**config.mk**
```make
export PLATFORM = sky130hd
export DESIGN_NAME = letter_burst_arbiter_flat
export DESIGN_NICKNAME = d
export VERILOG_FILES = /design/src/rtl/letter_burst_arbiter_if.sv /design/src/rtl/letter_burst_arbiter.sv /design/src/flat_wrapper.sv
export SDC_FILE = /design/constraint.sdc
export NUM_CORES = 1
export LEC_CHECK = 0
export CAP_MARGIN = 20
export CORE_ASPECT_RATIO = 0.5
export CORE_MARGIN = 3
export CORE_UTILIZATION = 38
export DETAILED_ROUTE_END_ITERATION = 12
export PLACE_DENSITY = 0.76
export SLEW_MARGIN = 5
export SYNTH_ARGS = -nofsm -noshare
export SYNTH_HDL_FRONTEND = slang
export SYNTH_SLANG_ARGS = --single-unit
export TNS_END_PERCENT = 100
```
**constraint.sdc**
```tcl
create_clock -name clock -period 2.1 [get_ports clock]
set_input_delay 0.63 -clock clock [delete_from_list [all_inputs] [get_ports clock]]
set_output_delay 0.63 -clock clock [all_outputs]
set_load 0.01 [all_outputs]
```
**src/rtl/letter_burst_arbiter_if.sv**
```systemverilog
`default_nettype none
// ============================================================================
// Module   : letter_burst_arbiter_if
// Brief    : Requester bus, memory address beat and aligned response group
// Revision : 1.0
// ============================================================================
interface letter_burst_arbiter_if #(
  parameter int WORDINDEXBITS   = 7,
  parameter int LETTERINDEXBITS = 3,
  parameter int NUM_REQ         = 4,
  parameter int ID_BITS         = 2
);
  localparam int ADDR_W = WORDINDEXBITS + LETTERINDEXBITS;

  logic [NUM_REQ-1:0]                 req;
  logic [NUM_REQ*ADDR_W-1:0]          req_addr;
  logic [NUM_REQ*LETTERINDEXBITS-1:0] req_len;
  logic                               mem_busy;

  logic [NUM_REQ-1:0]                 grant;
  logic [ADDR_W-1:0]                  mem_address;
  logic                               mem_valid;
  logic [ID_BITS-1:0]                 mem_id;
  logic                               mem_last;

  logic                               resp_valid;
  logic [ID_BITS-1:0]                 resp_id;
  logic                               resp_last;

  modport master (
    output req, req_addr, req_len, mem_busy,
    input  grant, mem_address, mem_valid, mem_id, mem_last,
    input  resp_valid, resp_id, resp_last
  );

  modport slave (
    input  req, req_addr, req_len, mem_busy,
    output grant, mem_address, mem_valid, mem_id, mem_last,
    output resp_valid, resp_id, resp_last
  );
endinterface
`default_nettype wire

```
**src/rtl/letter_burst_arbiter.sv**
```systemverilog
`default_nettype none
// ============================================================================
// Module   : letter_burst_arbiter
// Brief    : Round-robin letter-burst arbiter with latency-matched response line
// Revision : 1.0
// ============================================================================
module letter_burst_arbiter #(
  parameter int WORDINDEXBITS   = 7,
  parameter int LETTERINDEXBITS = 3,
  parameter int NUM_REQ         = 4,
  parameter int ID_BITS         = 2,
  parameter int READ_LATENCY    = 2
) (
  input  wire logic              clock,
  input  wire logic              reset,
  letter_burst_arbiter_if.slave  bus
);

  localparam int ADDR_W = WORDINDEXBITS + LETTERINDEXBITS;
  localparam int DLY_W  = ID_BITS + 2;
  localparam logic [LETTERINDEXBITS-1:0] c_len_zero   = '0;
  localparam logic [LETTERINDEXBITS-1:0] c_len_one    = LETTERINDEXBITS'(1);
  localparam logic [ID_BITS-1:0]         c_lw_reset   = ID_BITS'(NUM_REQ - 1);

  typedef enum logic [0:0] {
    S_IDLE  = 1'b0,
    S_BURST = 1'b1
  } state_t;

  state_t                       r_state;
  logic [NUM_REQ-1:0]           r_grant;
  logic [ADDR_W-1:0]            r_addr;
  logic                         r_valid;
  logic [ID_BITS-1:0]           r_id;
  logic                         r_last;
  logic [LETTERINDEXBITS-1:0]   r_count;
  logic [ID_BITS-1:0]           r_last_winner;
  logic [DLY_W-1:0]             r_dly [READ_LATENCY];

  state_t                       w_state_nxt;
  logic [NUM_REQ-1:0]           w_grant_nxt;
  logic [ADDR_W-1:0]            w_addr_nxt;
  logic                         w_valid_nxt;
  logic [ID_BITS-1:0]           w_id_nxt;
  logic                         w_last_nxt;
  logic [LETTERINDEXBITS-1:0]   w_count_nxt;
  logic [ID_BITS-1:0]           w_lw_nxt;

  logic                         w_found;
  logic [ID_BITS-1:0]           w_win_id;
  logic [NUM_REQ-1:0]           w_win_onehot;
  logic [ADDR_W-1:0]            w_win_addr;
  logic [LETTERINDEXBITS-1:0]   w_win_len;
  logic [LETTERINDEXBITS-1:0]   w_letter_inc;

  // Round-robin: first scan above the last winner, then wrap to the bottom.
  always_comb begin
    w_found  = 1'b0;
    w_win_id = '0;
    for (int i = 0; i < NUM_REQ; i++) begin
      if (!w_found && bus.req[i] && (i > int'(r_last_winner))) begin
        w_found  = 1'b1;
        w_win_id = ID_BITS'(i);
      end
    end
    for (int i = 0; i < NUM_REQ; i++) begin
      if (!w_found && bus.req[i] && (i <= int'(r_last_winner))) begin
        w_found  = 1'b1;
        w_win_id = ID_BITS'(i);
      end
    end
  end

  always_comb begin
    w_win_onehot = '0;
    w_win_addr   = '0;
    w_win_len    = '0;
    for (int i = 0; i < NUM_REQ; i++) begin
      if (w_win_id == ID_BITS'(i)) begin
        w_win_onehot[i] = 1'b1;
        w_win_addr      = bus.req_addr[i*ADDR_W +: ADDR_W];
        w_win_len       = bus.req_len[i*LETTERINDEXBITS +: LETTERINDEXBITS];
      end
    end
  end

  // Letter field wraps within the word; the word field never takes a carry.
  assign w_letter_inc = r_addr[LETTERINDEXBITS-1:0] + c_len_one;

  always_comb begin
    w_state_nxt = r_state;
    w_grant_nxt = '0;
    w_addr_nxt  = r_addr;
    w_valid_nxt = 1'b0;
    w_id_nxt    = r_id;
    w_last_nxt  = r_last;
    w_count_nxt = r_count;
    w_lw_nxt    = r_last_winner;

    case (r_state)
      S_IDLE: begin
        w_last_nxt = 1'b0;
        if (!bus.mem_busy && w_found) begin
          w_grant_nxt = w_win_onehot;
          w_addr_nxt  = w_win_addr;
          w_valid_nxt = 1'b1;
          w_id_nxt    = w_win_id;
          w_lw_nxt    = w_win_id;
          w_count_nxt = w_win_len;
          w_last_nxt  = (w_win_len == c_len_zero);
          w_state_nxt = (w_win_len == c_len_zero) ? S_IDLE : S_BURST;
        end
      end
      S_BURST: begin
        if (!bus.mem_busy) begin
          w_addr_nxt  = {r_addr[ADDR_W-1:LETTERINDEXBITS], w_letter_inc};
          w_count_nxt = r_count - c_len_one;
          w_valid_nxt = 1'b1;
          if (r_count == c_len_one) begin
            w_last_nxt  = 1'b1;
            w_state_nxt = S_IDLE;
          end
        end
      end
      default: begin
        w_state_nxt = S_IDLE;
      end
    endcase
  end

  always_ff @(posedge clock) begin
    if (reset) begin
      r_state       <= S_IDLE;
      r_grant       <= '0;
      r_addr        <= '0;
      r_valid       <= 1'b0;
      r_id          <= '0;
      r_last        <= 1'b0;
      r_count       <= '0;
      r_last_winner <= c_lw_reset;
    end else begin
      r_state       <= w_state_nxt;
      r_grant       <= w_grant_nxt;
      r_addr        <= w_addr_nxt;
      r_valid       <= w_valid_nxt;
      r_id          <= w_id_nxt;
      r_last        <= w_last_nxt;
      r_count       <= w_count_nxt;
      r_last_winner <= w_lw_nxt;
    end
  end

  // Response line shifts unconditionally so it stays aligned with read data.
  always_ff @(posedge clock) begin
    if (reset) begin
      for (int i = 0; i < READ_LATENCY; i++) begin
        r_dly[i] <= '0;
      end
    end else begin
      r_dly[0] <= {r_valid, r_id, r_last};
      for (int i = 1; i < READ_LATENCY; i++) begin
        r_dly[i] <= r_dly[i-1];
      end
    end
  end

  assign bus.grant       = r_grant;
  assign bus.mem_address = r_addr;
  assign bus.mem_valid   = r_valid;
  assign bus.mem_id      = r_id;
  assign bus.mem_last    = r_last;
  assign bus.resp_valid  = r_dly[READ_LATENCY-1][DLY_W-1];
  assign bus.resp_id     = r_dly[READ_LATENCY-1][ID_BITS:1];
  assign bus.resp_last   = r_dly[READ_LATENCY-1][0];

endmodule
`default_nettype wire

```
**src/flat_wrapper.sv**
```systemverilog
// flat-port wrapper written by rule: the top's interface ports become plain ports
module letter_burst_arbiter_flat 
#(
  parameter int WORDINDEXBITS   = 7,
  parameter int LETTERINDEXBITS = 3,
  parameter int NUM_REQ         = 4,
  parameter int ID_BITS         = 2,
  parameter int READ_LATENCY    = 2
)
  (clock, reset, bus_req, bus_req_addr, bus_req_len, bus_mem_busy, bus_grant, bus_mem_address, bus_mem_valid, bus_mem_id, bus_mem_last, bus_resp_valid, bus_resp_id, bus_resp_last);
  letter_burst_arbiter_if #(.WORDINDEXBITS(WORDINDEXBITS), .LETTERINDEXBITS(LETTERINDEXBITS), .NUM_REQ(NUM_REQ), .ID_BITS(ID_BITS)) bus_i ();
  input  wire logic clock;
  input  wire logic reset;
  input wire logic [$bits(bus_i.req)-1:0] bus_req;
  input wire logic [$bits(bus_i.req_addr)-1:0] bus_req_addr;
  input wire logic [$bits(bus_i.req_len)-1:0] bus_req_len;
  input wire logic [$bits(bus_i.mem_busy)-1:0] bus_mem_busy;
  output wire logic [$bits(bus_i.grant)-1:0] bus_grant;
  output wire logic [$bits(bus_i.mem_address)-1:0] bus_mem_address;
  output wire logic [$bits(bus_i.mem_valid)-1:0] bus_mem_valid;
  output wire logic [$bits(bus_i.mem_id)-1:0] bus_mem_id;
  output wire logic [$bits(bus_i.mem_last)-1:0] bus_mem_last;
  output wire logic [$bits(bus_i.resp_valid)-1:0] bus_resp_valid;
  output wire logic [$bits(bus_i.resp_id)-1:0] bus_resp_id;
  output wire logic [$bits(bus_i.resp_last)-1:0] bus_resp_last;
  assign bus_i.req = bus_req;
  assign bus_i.req_addr = bus_req_addr;
  assign bus_i.req_len = bus_req_len;
  assign bus_i.mem_busy = bus_mem_busy;
  assign bus_grant = bus_i.grant;
  assign bus_mem_address = bus_i.mem_address;
  assign bus_mem_valid = bus_i.mem_valid;
  assign bus_mem_id = bus_i.mem_id;
  assign bus_mem_last = bus_i.mem_last;
  assign bus_resp_valid = bus_i.resp_valid;
  assign bus_resp_id = bus_i.resp_id;
  assign bus_resp_last = bus_i.resp_last;
  letter_burst_arbiter #(.WORDINDEXBITS(WORDINDEXBITS), .LETTERINDEXBITS(LETTERINDEXBITS), .NUM_REQ(NUM_REQ), .ID_BITS(ID_BITS), .READ_LATENCY(READ_LATENCY)) u_core (.clock(clock), .reset(reset), .bus(bus_i));
endmodule
```
==> impl_metrics.toml <==
[outcome]
status = "completed"

[sta]
worst_pin_slew_ns = 0.381
setup_ws_ns = 0.0552
setup_viol = 0
tns_ns = 0
fmax_ghz = 0.489
hold_viol = 0
slew_headroom = 0.745
fin_crit_sh = 0.974
finalCriticalPeriod_ns = 2.04
skew_ns = 0.00434
maxSlewViolCount = 0

[clock_network]
cts_root_buffer = "clkbuf_8"
cts_hold_buf = 0
insertion_delay_ns = 0.28
cts_max_path_buffers = 2
path_clk_slew_ns = 0.07
htreeDepth = 2
cts.sink_count = 32
cts_tree = "yes"
cts_buffers = 5

[logic_synthesis]
yosys_warnings = 0
netlist.area_leader.share = 0.345
synth_flop_cell = "dfxtp_1"
syn-cell-area_mm2 = 0.00186
synth_largest_area_cell = "dfxtp_1"
avgSynthCellArea_um2 = 8.84
synth_fp_nets = 272
async_flop_share = 0
synth_edf_count = 0
yosysMostFrequentCell = "dfxtp_1"
ys_seq_elements = 32
syn_inst = 210
seq_area_frac_synth = 0.345
yosys-top-cells-count = "32 x dfxtp_1, 16 x nand2_1, 16 x nor2_1"
ys_types = 56
synthTopCellsByArea = "dfxtp_1 35%, buf_6 3.6%, o32ai_2 3.5%, a21oi_1 3.2%, a21o_1 3.2%"

[setup_path]
max_stage_delay_ns = 0.32
critical_path_arrival_ns = 2.22
path_class = "in2reg"
path_buf_inv = 3
crit_chain = "clkbuf_2, buf_6, buf_4, nor4_4, a21o_1, nor2_4, and3_4, a22o_1, a21o_1"
cp.required_ns = 2.27
cp_common_cell = "a21o_1"
end_kind = "flip-flop"
rrSetupSlack_ns = 0.15
start_kind = "input pin"
cp_top_family = "compound AO/OA/AOI/OAI gates"
critPathMaxFanout = 7
cpMaxStageDelayCell = "nor4_4"

[grt]
track_usage = 0.206
antenna_found_initial = 0
grt-ovfl-total = 0
grt_pass1_vias = 2062
grt_pass1_wl_um = 9750
grt_max_degree = 20

[floorplan]
die_y_um = 55.4
ios = 81
fp-row-count = 17
start_util = 0.408
core_mm2 = 0.00455
dieWidth_um = 105
die_area_mm2 = 0.00581

[layout]
n_antenna_cell = 0
syn_to_final_growth_pct = 72.8
nFillCells = 367
final_net_count = 387
drive_above_1_share = 0.276
final_cells = 392
fin_util = 0.704

[drt]
route.antenna.remaining_nets = 0
initialDrtViolationCount = 161
dr.pass1.iters = 4
wl_per_cell_um = 16.1
avgViaCountPerCell = 5.33
drc = 0
vias = 2090
drt-total-wl_um = 6310

[pwr]
comb_power_share = 0.381
switching_power_uw = 626
clockPowerShare = 0.277
p_per_area_mw_per_mm2 = 651
fin_total_pwr_uw = 2090
p_int_uw = 1460
pwr-share-seq = 0.342
power_leakage_uw = 0.00129
vdd_drop_max_mv = 0.297
swShare = 0.300

[worst_hold_path]
min_path_type = "reg2reg"

[place]
dp_slack_ns = -0.687
port-buffer-count = 80
gp_congestion = 0.921
dp_hpwl_um = 4490
place_inst = 377

[job]
cap_violations = 0
## repair_timing
action	4_1_cts	5_1_grt
gates cloned	1	0
setup endpoints to repair	22	14
resized for setup	29	17
buffers inserted	4	2
pin swaps	14	14
## layout by cell type, fill, tap and decap left out, types with 8 or more instances in the layout
cell	n
nor2b_1	8
nor2_1	13
o21ai_0	11
a21oi_1	10
nand2_1	15
buf_6	8
buf_4	34
dfxtp_1	30
clkdlybuf4s50_1	76
a21o_1	8
## logic make-up after synthesis
| kind of cell | Yosys count | share of synthesized area |
|---|---|---|
| compound gates | 84 | 0.353 |
| simple gates | 67 | 0.196 |
| mux | 1 | 0.00539 |
| fa+ha+maj | 3 | 0.0202 |
| flops | 32 | 0.345 |
| buf+inv | 23 | 0.0809 |
## worst paths after layout
path / from / to / cells past startpoint
worst max register to register: u_core.r_last_winner[1] / u_core.bus.mem_last / 6
worst max-delay path: bus_req[0] / u_core.bus.mem_address[9] / 9
worst min-delay path: u_core.r_dly[0][2] / u_core.r_dly[0][6] / 1
worst min register to register: u_core.r_dly[0][2] / u_core.r_dly[0][6] / 1
## power groups by stage
stage	registers (µW)	clock network (µW)	logic, µW
after floorplan	723	0	337
after global placement	720	0	684
after detailed placement	720	0	697
after CTS	709	578	752
after global routing	720	604	851
final	714	578	794
## area by class of cell
| class | instances | area, µm² | share of cell area |
|---|---|---|---|
| clock buffers | 6 | 72.6 | 0.0226 |
| clock inverters | 2 | 35.0 | 0.0109 |
| inverters | 7 | 26.3 | 0.00820 |
| multi-input cells | 155 | 1180 | 0.368 |
| flip-flops and latches | 32 | 643 | 0.201 |
| well taps | 66 | 82.6 | 0.0258 |
| repair buffers | 124 | 1170 | 0.364 |
## flip-flops by register name (all words and copies together), names as in the netlist
signal and flops:
u_core.bus.mem_id 2, u_core.bus.mem_valid 1, u_core.bus.grant 4, u_core.bus.mem_address 10
u_core.r_count 3, u_core.r_state 1, u_core.bus.mem_last 1, u_core.r_last_winner 2
u_core.r_dly 8
## stage by stage
stage	area (µm²)	hold WS, ns
after floorplan	1860	0.414
after global placement	2930	0.416
after detailed placement	2930	0.424
after CTS	3130	0.439
after global routing	3210	0.459
final	3210	0.436
## routing by layer
layer,part of all wire,wire (µm),vias up,track usage
li1,-,-,1010,-
met1,0.43,2730,985,0.259
met2,0.49,3090,89,0.363
met3,0.069,432,6,0.0397
met4,0.0078,49,0,0.0542
met5,0,0,-,0
No activity file was read; power rests on OpenSTA's default activity.
==> RTL edit 1 (config.mk and constraints unchanged) <==
`r_addr` no longer has a reset.
--- a/src/rtl/letter_burst_arbiter.sv
+++ b/src/rtl/letter_burst_arbiter.sv
@@ -132,7 +132,6 @@
     if (reset) begin
       r_state       <= S_IDLE;
       r_grant       <= '0;
-      r_addr        <= '0;
       r_valid       <= 1'b0;
       r_id          <= '0;
       r_last        <= 1'b0;
@@ -141,13 +140,16 @@
     end else begin
       r_state       <= w_state_nxt;
       r_grant       <= w_grant_nxt;
-      r_addr        <= w_addr_nxt;
       r_valid       <= w_valid_nxt;
       r_id          <= w_id_nxt;
       r_last        <= w_last_nxt;
       r_count       <= w_count_nxt;
       r_last_winner <= w_lw_nxt;
     end
+  end
+
+  always_ff @(posedge clock) begin
+    r_addr <= w_addr_nxt;
   end
 
   // Response line shifts unconditionally so it stays aligned with read data.
Formal check against the unedited RTL: not equivalent (a bounded check fails within 4 cycles, from zero or initial values and one cycle with reset high).
==> RTL edit 1 against the unedited design <==
Die area decreased by 7.2%. Sequential power is 6.2% higher. Critical path depth is 2 lower. Synthesized cell count decreased by 8.6%. Worst setup slack got worse by 0.013 ns. Sequential cell count unchanged. Power decreased by 4.1%. Design area is 11% lower. Routed wire length is 8.9% lower. Clock skew increased by 0.0022 ns. Synthesized area fell by 7.8%. Register-to-register slack got worse by 0.08 ns. Critical path type unchanged. Highest routed layer unchanged.
==> RTL edit 1: results (changes against the unedited design) <==
- Global-route usage over all layers: 22.0% (was 20.6%)
- Slowest stage cell on the critical path: a311o_1 (was nor4_4)
- Buffers on Ports: 80 (unchanged)
- Share of the clock period used by the worst path: 98.0% (was 97.4%)
- Maximum fanout along the worst path: 7 (unchanged)
- EDFF count, synth: 10 (was 0)
- Met1 track utilization from global routing: 25.8% (was 25.9%)
- Async set-reset flop share out of synthesis: 0% (unchanged)
- GPL Wtd Cong: 0.889 (was 0.921)
- Share of layout cells above drive strength 1: 18.3% (was 27.6%)
- Maximum single-stage delay on the critical path: 0.38 ns (was 0.32 ns)
- Maximum number of pins on one net before global-route repair: 18 (was 20)
- Synth cell types: 45 (was 56)
- Number of optimization iterations in the first detailed-route pass: 7 (was 4)
- Status: finished, final reports clean (unchanged)
- Max reg flops: 10 (unchanged)
- Clock transition at the registers of the reported paths: 0.07 ns (about the same)
- Area of placed instances: 2740 um^2 (was 2930 um^2)
- Largest buffer count on any clock path: 2 (unchanged)
- Total inserted antenna cells: 0 (unchanged)
- Final #Nets: 356 (was 387)
- Most frequent cells after synthesis: dfxtp_1 (22), a21oi_1 (18), nor2_1 (17) (was dfxtp_1 (32), nand2_1 (16), nor2_1 (16))
- Biggest area contributors in the synthesized netlist: dfxtp_1 (26%), edfxtp_1 (18%), a222oi_1 (6.4%), a21oi_1 (5.3%), nor2b_1 (4.8%) (was dfxtp_1 (35%), buf_6 (3.6%), o32ai_2 (3.5%), a21oi_1 (3.2%), a21o_1 (3.2%))
- Pre-CTS setup slack: -0.627 ns (was -0.687 ns)
- Library cell used as clock root buffer: clkbuf_8 (unchanged)
- Max IR drop VDD: 0.472 mV (was 0.297 mV)
- Setup slack of the most critical reg-to-reg path: 0.07 ns (was 0.15 ns)
- Number of global-route vias before repair: 1892 (was 2062)
- Seq/Total Area, Yosys: 43.3% (was 34.5%)
- Met3 usage in global routing: 6.18% (was 3.97%)
- Max-slew headroom at the worst pin: 71.9% (was 74.5%)
- Deepest level of the CTS H-tree: 2 (unchanged)
- Worst-case clock skew: 0.00657 ns (was 0.00434 ns)
- Arrival @ worst endpoint: 2.24 ns (was 2.22 ns)
- Final HPWL from detailed placement: 4.37 mm (was 4.49 mm)
- Total number of vias: 1888 (was 2090)
- Number of nets produced by synthesis: 254 (was 272)
- First-iteration detailed-routing DRC count: 132 (was 161)
- Pleak: 1.14 nW (was 1.29 nW)
- Global-route wire length before repair: 9.00 mm (was 9.75 mm)
- Tightest hold margin: 0.439 ns (was 0.436 ns)
- Clock latency at the later pin of the worst-skew pair: 0.29 ns
- Initial antenna violation count: 0 (unchanged)
- Met2 Usage GRT: 39.1% (was 36.3%)
- Final routed DRC violation total: 0 (unchanged)
- Average wire per cell in the routed design: 16.4 um (was 16.1 um)
[RTL edit 1: through the flow]
stage          utilization [%]  std cells  power (W)  TNS, ns
2_1_floorplan                -        192    0.00108        0
5_1_grt                   69.8        349    0.00210        0
4_1_cts                   69.9        349    0.00200        0
3_3_place_gp              66.8        340    0.00139   -14.88
6_report                  69.8        349    0.00200        0
3_5_place_dp              66.8        340    0.00141   -15.66
[RTL edit 1: logic make-up after synthesis]
logic type                 synth area share [%]
buffers and inverters                      6.07
xor gates and xnor gates                  0.512
DFF                                        43.3
adders and majority gates                  2.19
AOI/OAI and AO/OA                          28.5
and+or+nand+nor                            18.8
muxes                                     0.658
[RTL edit 1: power by group]
part,internal (W),switching [W]
logic,0.000369,0.000286
clock network,0.000352,0.000235
registers,0.000715,0.0000428
total,0.00144,0.000564
[RTL edit 1: what timing repair did]
action | in CTS | in global routing
endpoints found under the hold margin | 0 | 0
hold buffers | 0 | 0
pin swaps | 2 | 7
gates resized for setup | 12 | 10
endpoints found under the setup margin | 30 | 12
buffers inserted | 1 | 0
[RTL edit 1: final timing paths]
kind,from,to,cells past startpoint
worst min register to register,u_core.r_dly[0][1],u_core.r_dly[0][5],1
worst max-delay path,bus_req[3],u_core.r_state,7
worst min-delay path,u_core.r_dly[0][1],u_core.r_dly[0][5],1
worst max register to register,u_core.r_last_winner[1],u_core.r_state,6
[RTL edit 1: critical path, delay by kind of cell]
family	cells	cell delay, ns
simple gates	1	0.19
buf+inv	1	0.14
compound gates	5	1.29
[RTL edit 1: area by class of cell]
class	instances	area [um^2]
Multi-Input combinational cell	136	896
Fill cell	328	1240
Timing Repair Buffer	112	1030
Clock inverter	2	35.0
Clock buffer	6	72.6
Sequential cell	32	741
Inverter	7	26.3
Tap cell	54	67.6
[RTL edit 1: layer usage]
layer | wire, um | vias to the layer above
met3 | 297 | 14
met4 | 103 | 0
met1 | 2410 | 887
met2 | 2930 | 62
met5 | 0 | -
li1 | - | 925
==> RTL edit 2 (config.mk and constraints unchanged) <==
Without the edit above. `WORDINDEXBITS` is set to 7 in 3 places; all go to 5.
--- a/src/rtl/letter_burst_arbiter_if.sv
+++ b/src/rtl/letter_burst_arbiter_if.sv
@@ -5,7 +5,7 @@
 // Revision : 1.0
 // ============================================================================
 interface letter_burst_arbiter_if #(
-  parameter int WORDINDEXBITS   = 7,
+  parameter int WORDINDEXBITS   = 5,
   parameter int LETTERINDEXBITS = 3,
   parameter int NUM_REQ         = 4,
   parameter int ID_BITS         = 2
--- a/src/rtl/letter_burst_arbiter.sv
+++ b/src/rtl/letter_burst_arbiter.sv
@@ -5,7 +5,7 @@
 // Revision : 1.0
 // ============================================================================
 module letter_burst_arbiter #(
-  parameter int WORDINDEXBITS   = 7,
+  parameter int WORDINDEXBITS   = 5,
   parameter int LETTERINDEXBITS = 3,
   parameter int NUM_REQ         = 4,
   parameter int ID_BITS         = 2,
--- a/src/flat_wrapper.sv
+++ b/src/flat_wrapper.sv
@@ -1,7 +1,7 @@
 // flat-port wrapper written by rule: the top's interface ports become plain ports
 module letter_burst_arbiter_flat 
 #(
-  parameter int WORDINDEXBITS   = 7,
+  parameter int WORDINDEXBITS   = 5,
   parameter int LETTERINDEXBITS = 3,
   parameter int NUM_REQ         = 4,
   parameter int ID_BITS         = 2,
Interface: changed (resized bus_mem_address and bus_req_addr); port bits go from 81 to 71. The function was not compared with the original's and may differ.
==> RTL edit 2 against the unedited design <==
Maximum frequency increased by 3.9%. Largest power group unchanged. Sequential power shrank 4.5%. Synthesized area down 13%. Power decreased by 9.8%. Worst setup slack better by 0.076 ns. Combinational power down 3.3%. Design area down 15%. Sequential cell count down 2. Routed wire length is 15% lower. Critical path type unchanged. Clock power fell by 25%. Synthesized cell count fell by 7.6%. Critical path depth shrank 4.
==> RTL edit 2: results (changes against the unedited design) <==
- Status: finished, final reports clean (unchanged)
- Buffer count from post-CTS setup fixing: 0 (was 4)
- Warnings from Yosys: 0 (unchanged)
- Synth cell types: 46 (was 56)
- Deepest level of the CTS H-tree: 2 (unchanged)
- Number of nets produced by synthesis: 248 (was 272)
- Global-route wire length before repair: 8.42 mm (was 9.75 mm)
- Arrival @ worst endpoint: 2.20 ns (was 2.22 ns)
- Library cell used as clock root buffer: clkbuf_8 (unchanged)
- Worst hold path type: reg2reg (unchanged)
- Maximum fanout along the worst path: 3 (was 7)
- Total clock buffers created by CTS: 5 (unchanged)
- Final HPWL from detailed placement: 4.29 mm (was 4.49 mm)
- Clock transition at the registers of the reported paths: 0.06 ns
- Most used flip-flop cell after synthesis: dfxtp_1 (unchanged)
- Max IR drop VDD: 0.287 mV (was 0.297 mV)
- Async set-reset flop share out of synthesis: 0% (unchanged)
- Worst-case clock skew: 0.00445 ns (was 0.00434 ns)
- Final #Nets: 352 (was 387)
- GPL Wtd Cong: 0.940 (was 0.921)
- Initial antenna violation count: 0 (unchanged)
- Share of layout cells above drive strength 1: 22.8% (was 27.6%)
- Mean number of vias per cell: 5.28 (was 5.33)
- Most frequent cells after synthesis: dfxtp_1 (30), nor2_1 (23), a21oi_1 (13) (was dfxtp_1 (32), nand2_1 (16), nor2_1 (16))
- Aggregate routed wire length: 5.34 mm (was 6.31 mm)
- Max-slew headroom at the worst pin: 70.1% (was 74.5%)
- Total inserted antenna cells: 0 (unchanged)
- First-iteration detailed-routing DRC count: 146 (was 161)
- Clock latency at the later pin of the worst-skew pair: 0.28 ns (about the same)
- Global-route usage over all layers: 21.1% (was 20.6%)
- Buffers on Ports: 70 (was 80)
- Pleak: 1.13 nW (was 1.29 nW)
- Number of global-route vias before repair: 1833 (was 2062)
- Maximum number of pins on one net before global-route repair: 26 (was 20)
- Largest buffer count on any clock path: 2 (unchanged)
- Seq/Total Area, Yosys: 37.1% (was 34.5%)
- Biggest area contributors in the synthesized netlist: dfxtp_1 (37%), nor2_1 (5.3%), nor2b_1 (4.6%), a21oi_1 (4.0%), nor3_1 (2.8%) (was dfxtp_1 (35%), buf_6 (3.6%), o32ai_2 (3.5%), a21oi_1 (3.2%), a21o_1 (3.2%))
- Number of optimization iterations in the first detailed-route pass: 5 (was 4)
RTL edit 2: critical path, cell delays in order:
cell,delay (ns)
clkdlybuf4s50_1,0.41
or3_1,0.37
a221o_1,0.38
a211oi_2,0.24
a22o_1,0.16
RTL edit 2: timing repair:
| item | CTS | global route |
|---|---|---|
| resized for setup | 10 | 16 |
| pin swaps | 0 | 3 |
| setup endpoints to repair | 21 | 12 |
RTL edit 2: area by class of cell:
type | count | area, um^2
Tap cell | 54 | 67.6
Multi-Input combinational cell | 144 | 987
Inverter | 9 | 33.8
Sequential cell | 30 | 603
Clock buffer | 5 | 68.8
Timing Repair Buffer | 108 | 970
Fill cell | 319 | 1260
Clock inverter | 2 | 10.0
RTL edit 2: routing by layer:
metal	share of wire [%]	up-vias	track usage (%)
met2	48	68	37.4
met3	6.1	6	4.38
met4	1.0	0	5.67
li1	-	915	-
met1	45	871	26.4
met5	0	-	0
RTL edit 2: cell families after synthesis:
| logic type | after synthesis | share of synthesized area [%] |
|---|---|---|
| compound gates | 62 | 29.0 |
| fa+ha+maj | 3 | 2.32 |
| buf+inv | 20 | 5.64 |
| simple gates | 78 | 25.3 |
| mux | 1 | 0.695 |
| flops | 30 | 37.1 |
RTL edit 2: worst paths after layout:
kind	from	endpoint	slack, ns	cells after the start
worst min-delay path	u_core.r_dly[0][1]	u_core.r_dly[0][5]	0.43	1
worst max-delay path	bus_req_len[2]	u_core.bus.mem_last	0.13	5
worst min register to register	u_core.r_dly[0][1]	u_core.r_dly[0][5]	0.43	1
worst max register to register	u_core.r_last_winner[1]	u_core.bus.mem_last	0.17	6
RTL edit 2: metrics by stage:
stage / total power [W] / util, % / instance area [um^2] / std cells / worst slack [ns]
after floorplan: 0.00105 / - / 1630 / 194 / -0.00523
after global placement: 0.00140 / 65.4 / 2620 / 345 / -0.580
after detailed placement: 0.00143 / 65.4 / 2620 / 345 / -0.612
after CTS: 0.00187 / 68.0 / 2720 / 352 / 0.00661
after global routing: 0.00198 / 68.4 / 2740 / 352 / 0.0396
final: 0.00188 / 68.4 / 2740 / 352 / 0.131
RTL edit 2: report_power, final:
group	switching (W)	internal, W
clock	0.000209	0.000222
sequential	0.0000478	0.000634
combinational	0.000343	0.000425
